$ cat src/rtl/downsampler_2x2.sv
// downsampler_2x2: 2x2 box-average decimator feeding the half-resolution FIFO.
// One pixel in per cycle; one rounded average out per 2x2 block, a cycle later.
module downsampler_2x2 #(
   parameter int NUMCOL = 800,
   parameter int NUMROW = 600
) (
   input  logic       clock,
   input  logic       reset,
   input  logic       valid,
   input  logic [7:0] data,
   input  logic       fifo_full,
   output logic       fifo_write,
   output logic [7:0] dataout,
   output logic [8:0] out_colcount,
   output logic [8:0] out_rowcount,
   output logic       frame_done,
   output logic       overflow
);

   localparam int HALFC = NUMCOL / 2;
   localparam int AW = $clog2(HALFC);
   localparam logic [9:0] LASTC = 10'(NUMCOL - 1);
   localparam logic [9:0] LASTR = 10'(NUMROW - 1);

   logic [9:0]    r_col;
   logic [9:0]    r_row;
   logic [7:0]    r_hold;
   logic [8:0]    r_lbuf [HALFC];
   logic [8:0]    r_above;
   logic          r_pend;
   logic [7:0]    r_dout;
   logic [8:0]    r_ocol;
   logic [8:0]    r_orow;
   logic          r_fdone;
   logic          r_ovf;

   logic [AW-1:0] w_idx;
   logic          w_col_odd;
   logic          w_row_odd;
   logic          w_last_col;
   logic          w_last_row;
   logic          w_emit;
   logic          w_lb_wr;
   logic          w_lb_rd;
   logic [8:0]    w_pair;
   logic [9:0]    w_sum;
   logic [7:0]    w_avg;

   assign w_idx      = r_col[AW:1];
   assign w_col_odd  = r_col[0];
   assign w_row_odd  = r_row[0];
   assign w_last_col = (r_col == LASTC);
   assign w_last_row = (r_row == LASTR);

   assign w_pair = {1'b0, r_hold} + {1'b0, data};
   assign w_sum  = {1'b0, r_above} + {1'b0, w_pair};
   // Max sum 1020, so +2 and >>2 never exceeds 255.
   assign w_avg  = 8'((w_sum + 10'd2) >> 2);

   assign w_emit  = valid & w_row_odd & w_col_odd;
   assign w_lb_wr = valid & ~w_row_odd & w_col_odd;
   assign w_lb_rd = valid & w_row_odd & ~w_col_odd;

   always_ff @(posedge clock) begin
      if (reset) begin
         r_col <= '0;
         r_row <= '0;
      end else if (valid) begin
         if (w_last_col) begin
            r_col <= '0;
            r_row <= w_last_row ? '0 : r_row + 10'd1;
         end else begin
            r_col <= r_col + 10'd1;
         end
      end
   end

   always_ff @(posedge clock) begin
      if (reset)
         r_hold <= '0;
      else if (valid & ~w_col_odd)
         r_hold <= data;
   end

   // Read is launched on the even pixel and held across gaps.
   always_ff @(posedge clock) begin
      if (w_lb_wr)
         r_lbuf[w_idx] <= w_pair;
      if (w_lb_rd)
         r_above <= r_lbuf[w_idx];
   end

   always_ff @(posedge clock) begin
      if (reset) begin
         r_pend  <= 1'b0;
         r_dout  <= '0;
         r_ocol  <= '0;
         r_orow  <= '0;
         r_fdone <= 1'b0;
         r_ovf   <= 1'b0;
      end else begin
         r_pend  <= w_emit;
         r_fdone <= valid & w_last_col & w_last_row;
         if (r_pend & fifo_full)
            r_ovf <= 1'b1;
         if (w_emit) begin
            r_dout <= w_avg;
            r_ocol <= r_col[9:1];
            r_orow <= r_row[9:1];
         end
      end
   end

   assign fifo_write   = r_pend & ~fifo_full;
   assign dataout      = r_dout;
   assign out_colcount = r_ocol;
   assign out_rowcount = r_orow;
   assign frame_done   = r_fdone;
   assign overflow     = r_ovf;

endmodule

$ cat config.mk
export PLATFORM = sky130hd
export DESIGN_NAME = downsampler_2x2
export DESIGN_NICKNAME = d
export VERILOG_FILES = /design/src/rtl/downsampler_2x2.sv
export SDC_FILE = /design/constraint.sdc
export NUM_CORES = 2
export LEC_CHECK = 0
export CAP_MARGIN = 10
export CORE_ASPECT_RATIO = 0.5
export CORE_MARGIN = 2
export CORE_UTILIZATION = 54
export DETAILED_ROUTE_END_ITERATION = 12
export PLACE_DENSITY = 0.69
export SLEW_MARGIN = 20
export SYNTH_ARGS = -nofsm -noshare
export SYNTH_HDL_FRONTEND = slang
export SYNTH_SLANG_ARGS = --single-unit
$ cat constraint.sdc
create_clock -name clock -period 22.2 [get_ports clock]
set_clock_uncertainty 0.1 [all_clocks]
set_input_delay 2.22 -clock clock [delete_from_list [all_inputs] [get_ports clock]]
set_output_delay 2.22 -clock clock [all_outputs]
set_load 0.005 [all_outputs]
Word level (Yosys, flattened, before mapping)
Memories as Yosys holds them, arrays and structs flattened. A register that Yosys moved wholly into a read port is not among the register bits.
Cells that the tools add are included.
{"block": "classes", "n_eq_ne": 2, "bitwise": 13, "mux": 4, "reduce_logical": 1, "n_addsub": 5}
{"op": "10-bit by 1-bit adder with 10-bit output (second input constant)", "count": 2}
{"op": "10-bit equality test (second input constant)", "count": 2}
{"op": "10-bit 2-to-1 mux", "count": 2}
{"op": "10-bit by 2-bit adder with 10-bit output (second input constant)", "count": 1}
{"op": "9-bit by 9-bit adder with 10-bit output", "count": 1}
{"op": "1-bit bitwise AND", "count": 10}
{"op": "8-bit by 8-bit adder with 9-bit output", "count": 1}
{"op": "1-bit NOT", "count": 3}
{"op": "1-bit 2-to-1 mux", "count": 2}
{"op": "2-bit AND reduction", "count": 1}
{"block": "totals", "register_bits": 57, "ram_bits": 3600, "in_bits": 12, "mem_count": 1}
{"name": "r_lbuf", "words": 400, "word_bits": 9, "rd": 1, "rd_ports_with_merged_regs": 1, "wr": 1, "line": "28", "source": "logic [8:0] r_lbuf [HALFC];"}

Depth between registers and ports, before layout
{"block": "depth", "depth_word": 5, "depth_mapped": 15}

Least setup slack after synthesis
Ideal clock, no wire load.
{"block": "synth_path", "kind": "input-to-reg", "start": "in data[1]", "end": "reg r_dout[7], in the netlist dataout[7]", "arrival_ns": 16.983, "t_required_ns": 21.994, "path_stages": 12, "setup_ns": 0.106, "setup_slack_ns": 5.012, "cell_sequence": "ha_1 > a21o_1 > a21oi_1 > xnor2_1 > ha_1 > ha_1 > a21o_1 > a21oi_1 > o21bai_1 > a21oi_1 > o21ai_0 > o311ai_0"}
{"block": "synth_via", "elab_chain_len": 3}
{"element": "from (decl)", "line": "10", "source": "input logic [7:0] data,"}
{"element": "8-bit by 8-bit adder with 9-bit output", "line": "55", "source": "assign w_pair = {1'b0, r_hold} + {1'b0, data};"}
{"element": "named net w_pair[3]", "line": "45", "source": "logic [8:0] w_pair;"}
{"element": "9-bit by 9-bit adder with 10-bit output", "line": "56", "source": "assign w_sum = {1'b0, r_above} + {1'b0, w_pair};"}
{"element": "10-bit by 2-bit adder with 10-bit output", "line": "58", "source": "assign w_avg = 8'((w_sum + 10'd2) >> 2);"}
{"element": "to (signal assigned)", "line": "107", "source": "r_dout <= w_avg;"}
{"element": "to (decl)", "line": "31", "source": "logic [7:0] r_dout;"}
The timed path passes the listed nets, and every way through them passes these cells.
A chain may end at the register's enable or synchronous reset.

Worst setup path in the final report
{"block": "layout_path", "start": "in data[0]", "end": "mem r_lbuf[35][4], data pin"}
{"block": "layout_via", "elab_chain_len": 1}
{"element": "8-bit by 8-bit adder with 9-bit output", "line": "55"}
{"element": "named net w_pair[4]", "line": "45"}
{"element": "to (decl)", "line": "28"}
The timed path passes the listed nets, and every way through them passes these cells.

==> metrics.md <==
| Metric | Value |
|---|---|
| Status | `finished, final reports clean` |
| Worst vdd ir | `0.0000558 V` |
| Period minus WS final | `a little over 7000 ps` |
| Cells after synthesis | `6,946` |
| Post-CTS sizing | `0` |
| 1st-pass router iterations | `6` |
| Post-synthesis mux area share | `between 10% and 20%` |
| Layout cell share with drive strength beyond 1 | `18.5%` |
| Initial Util | `54.2%` |
| Clock slew at reported path FFs | `60 ps` |
| Count of cell types in the netlist | `85` |
| Post-synthesis adder-cell area fraction | `0.248%` |
| Grt ovf | `0` |
| Final instance area | `156,000 µm²` |
| P&R area growth vs syn | `9.98%` |
| Vias in the first global route | `69.1k` |
| Layout Utilization | `59.6%` |
| Vias | `roughly 72k` |
| Leakage power | `46.6 nW` |
| #FFs+latches synth | `3,666` |
| Post-CTS Setup Repair Bufs | `0` |
| Syn_area_per_cell | `between 20 and 25 µm²` |
| Setup violations, final | `0` |
| Synth area leader | `edfxtp_1` |
| Worst EP arrival | `~7600 ps` |
| CTS sink cnt | `3,666` |
| Simple-Gate Fraction of Synth Area | `2.74%` |
| WL/cell | `34.0 µm` |
| Top-count cell post-synth | `edfxtp_1` |
| Global-route wire length before repair | `just over 500,000 µm` |
| Die Width | `about 730 µm` |
| Worst Tran Pin Value | `around 1200 ps` |
| Clock buffers created by TritonCTS | `319` |
| Synth Area in Compound Gates | `3.89%` |
| Core area | `262,000 µm²` |
| Worst setup SP type | `input port` |
| Clock Path Buffers | `4` |
| Hold_sp | `out_rowcount[6]$_SDFFE_PP0P_` |
| Skew-Pair Late Insertion Delay | `870 ps` |
| Nets@finish | `approximately 7.1k` |
| Syn nets | `6,985` |
| CP Data Required Time | `22,580 ps` |
| Initial antenna violation count | `23` |
| Drt drc | `0` |
| ANT nets after route | `0` |
| Fillcell total | `18.3k` |
| Final Hold Vio Count | `0` |
| Row cnt | `about 130` |
| Root buffer cell | `clkbuf_16` |
| Synth Area in XOR/XNOR | `less than 1%` |
| Post-synth ARST share | `0%` |
| Critical path peak fanout | `slightly below 90` |
| Dominant cells by area after synthesis | `edfxtp_1 (76%), mux4_2 (11%), mux2i_1 (3.0%)` |
| Max Cap Violations | `0` |
| Number of placed cells counting well taps | `10.2k` |
| CP endpoint kind | `register` |
| Fin Setup TNS | `0 ps` |
| Number of synthesized flops with an enable pin | `3,609` |
| Hpwl dp | `between 200,000 and 250,000 µm` |
| # IOs | `41` |
| Main combinational cell family by area after synthesis | `multiplexers` |
| Detailed Route Iter0 Violations | `between 10k and 15k` |
| Largest net degree at the start of global routing | `195` |
| RSZ-0062 raised after global routing | `no` |
| P per Cell Area | `90.2 nW/µm²` |
| Share of the synthesized area in the top cell type | `76.3%` |
| Die ar. | `267,000 µm²` |
| Max Transition Viols Final | `0` |
| GRT Overall Usage | `27.0%` |
| Setup CP Type | `in2reg` |
| Ys Warns | `0` |
| Post-place instance area | `146,000 µm²` |
| Final period utilization | `between 30% and 40%` |
| Pwr Total | `14.1 mW` |
| Hold Crit Class | `reg2reg` |
| Syn Std Cell Area | `142,000 µm²` |
| Seq/Total Area, Yosys | `77.1%` |
| Rel. slew slack | `17.5%` |
| Reg2reg start | `r_col[2]$_SDFFE_PP0P_` |
| Synth cell count leaders | `edfxtp_1 (3,609), mux4_2 (681), nor2_1 (452), mux2i_1 (430), a22oi_1 (188)` |
| Input/output buffers | `40` |
| Dominant synthesized flop cell | `edfxtp_1` |
| TritonCTS clock tree | `done` |
| Multi-input gate area | `approximately 30,000 µm²` |
| Clock H-tree levels | `5` |
| Hold buffer count at cts | `0` |
| Achievable frequency | `about 0.14 GHz` |
| DR vias/cell | `~6.7` |
| Total Routed Length | `366,000 µm` |
| GPL Wtd Cong | `0.901` |
| Critical Path Start | `data[0]` |
| Chip height | `367 µm` |
| Post-route insts no fill | `10.8k` |
| Register area | `110,000 µm²` |
==> sequential cells by signal (all words and copies together), names as in the netlist <==
register	count
r_lbuf	3600
r_col	10
r_row	10
out_colcount	9
out_rowcount	9
r_above	9
dataout	8
r_hold	8
frame_done	1
overflow	1
r_pend	1
==> layout make-up <==
class | instances | area share (%)
Clock inverter | 158 | 0.851
Sequential cell | 3666 | 70.1
Clock buffer | 409 | 5.56
Timing Repair Buffer | 183 | 1.09
Tap cell | 3510 | 2.81
Inverter | 13 | 0.0312
Multi-Input combinational cell | 2830 | 19.5
Antenna cell | 7 | 0.0112
==> logic make-up after synthesis <==
family	Yosys count
AOI/OAI and AO/OA	776
buffers and inverters	450
xor gates and xnor gates	26
adders and majority gates	27
DFF	3666
muxes	1139
and+or+nand+nor	862
==> metal layers <==
metal | track usage, % | vias to the layer above | part of all wire (%)
li1 | - | 29100 | -
met1 | 40.1 | 37800 | 39
met2 | 39.3 | 4384 | 45
met3 | 7.47 | 689 | 13
met4 | 8.98 | 20 | 3.7
met5 | 0 | - | 0.039
==> power by group <==
| part | total (mW) | leakage [nW] | switching [mW] | internal (mW) |
|---|---|---|---|---|
| logic | 0.745 | 8.51 | 0.555 | 0.190 |
| clock network | 5.48 | 4.91 | 2.46 | 3.02 |
| registers | 7.86 | 33.2 | 0.00494 | 7.86 |
==> worst max-delay path, cell delays in order <==
cell             delay (ps)
clkdlybuf4s50_1         460
ha_4                    190
fa_4                    470
a21o_1                  180
a21oi_1                 270
xnor2_2                 160
buf_4                   730
buf_4                   830
buf_4                   860
buf_4                   780
==> worst paths after layout <==
kind,end,slack [ps],cells past startpoint
setup / recovery,r_lbuf[35][4]$_DFFE_PP_,15000,10
setup reg to reg,r_above[6]$_DFFE_PP_,15240,11
hold reg to reg,out_rowcount[6]$_SDFFE_PP0P_,350,2
hold / removal,out_rowcount[6]$_SDFFE_PP0P_,350,2
==> stage by stage <==
step           hold slack [ps]  setup slack, ps
4_1_cts                    359            15130
3_3_place_gp               343            14410
3_5_place_dp               350            14250
5_1_grt                    377            14810
6_report                   354            15000
2_1_floorplan              340             5010
==> cells in the final DEF (no fill, tap or decap), types with 65 or more instances in the layout <==
cell / count
mux4_2: 681
buf_4: 126
nor2_1: 446
clkbuf_1: 68
edfxtp_1: 3609
clkbuf_16: 332
nand3_1: 83
a22oi_1: 188
a21oi_1: 99
a221oi_1: 109
o21ai_0: 68
mux2i_1: 430
o22ai_1: 133
clkinv_1: 65
a22o_1: 70
nand2_1: 127
(Power assumes the default switching activity.)
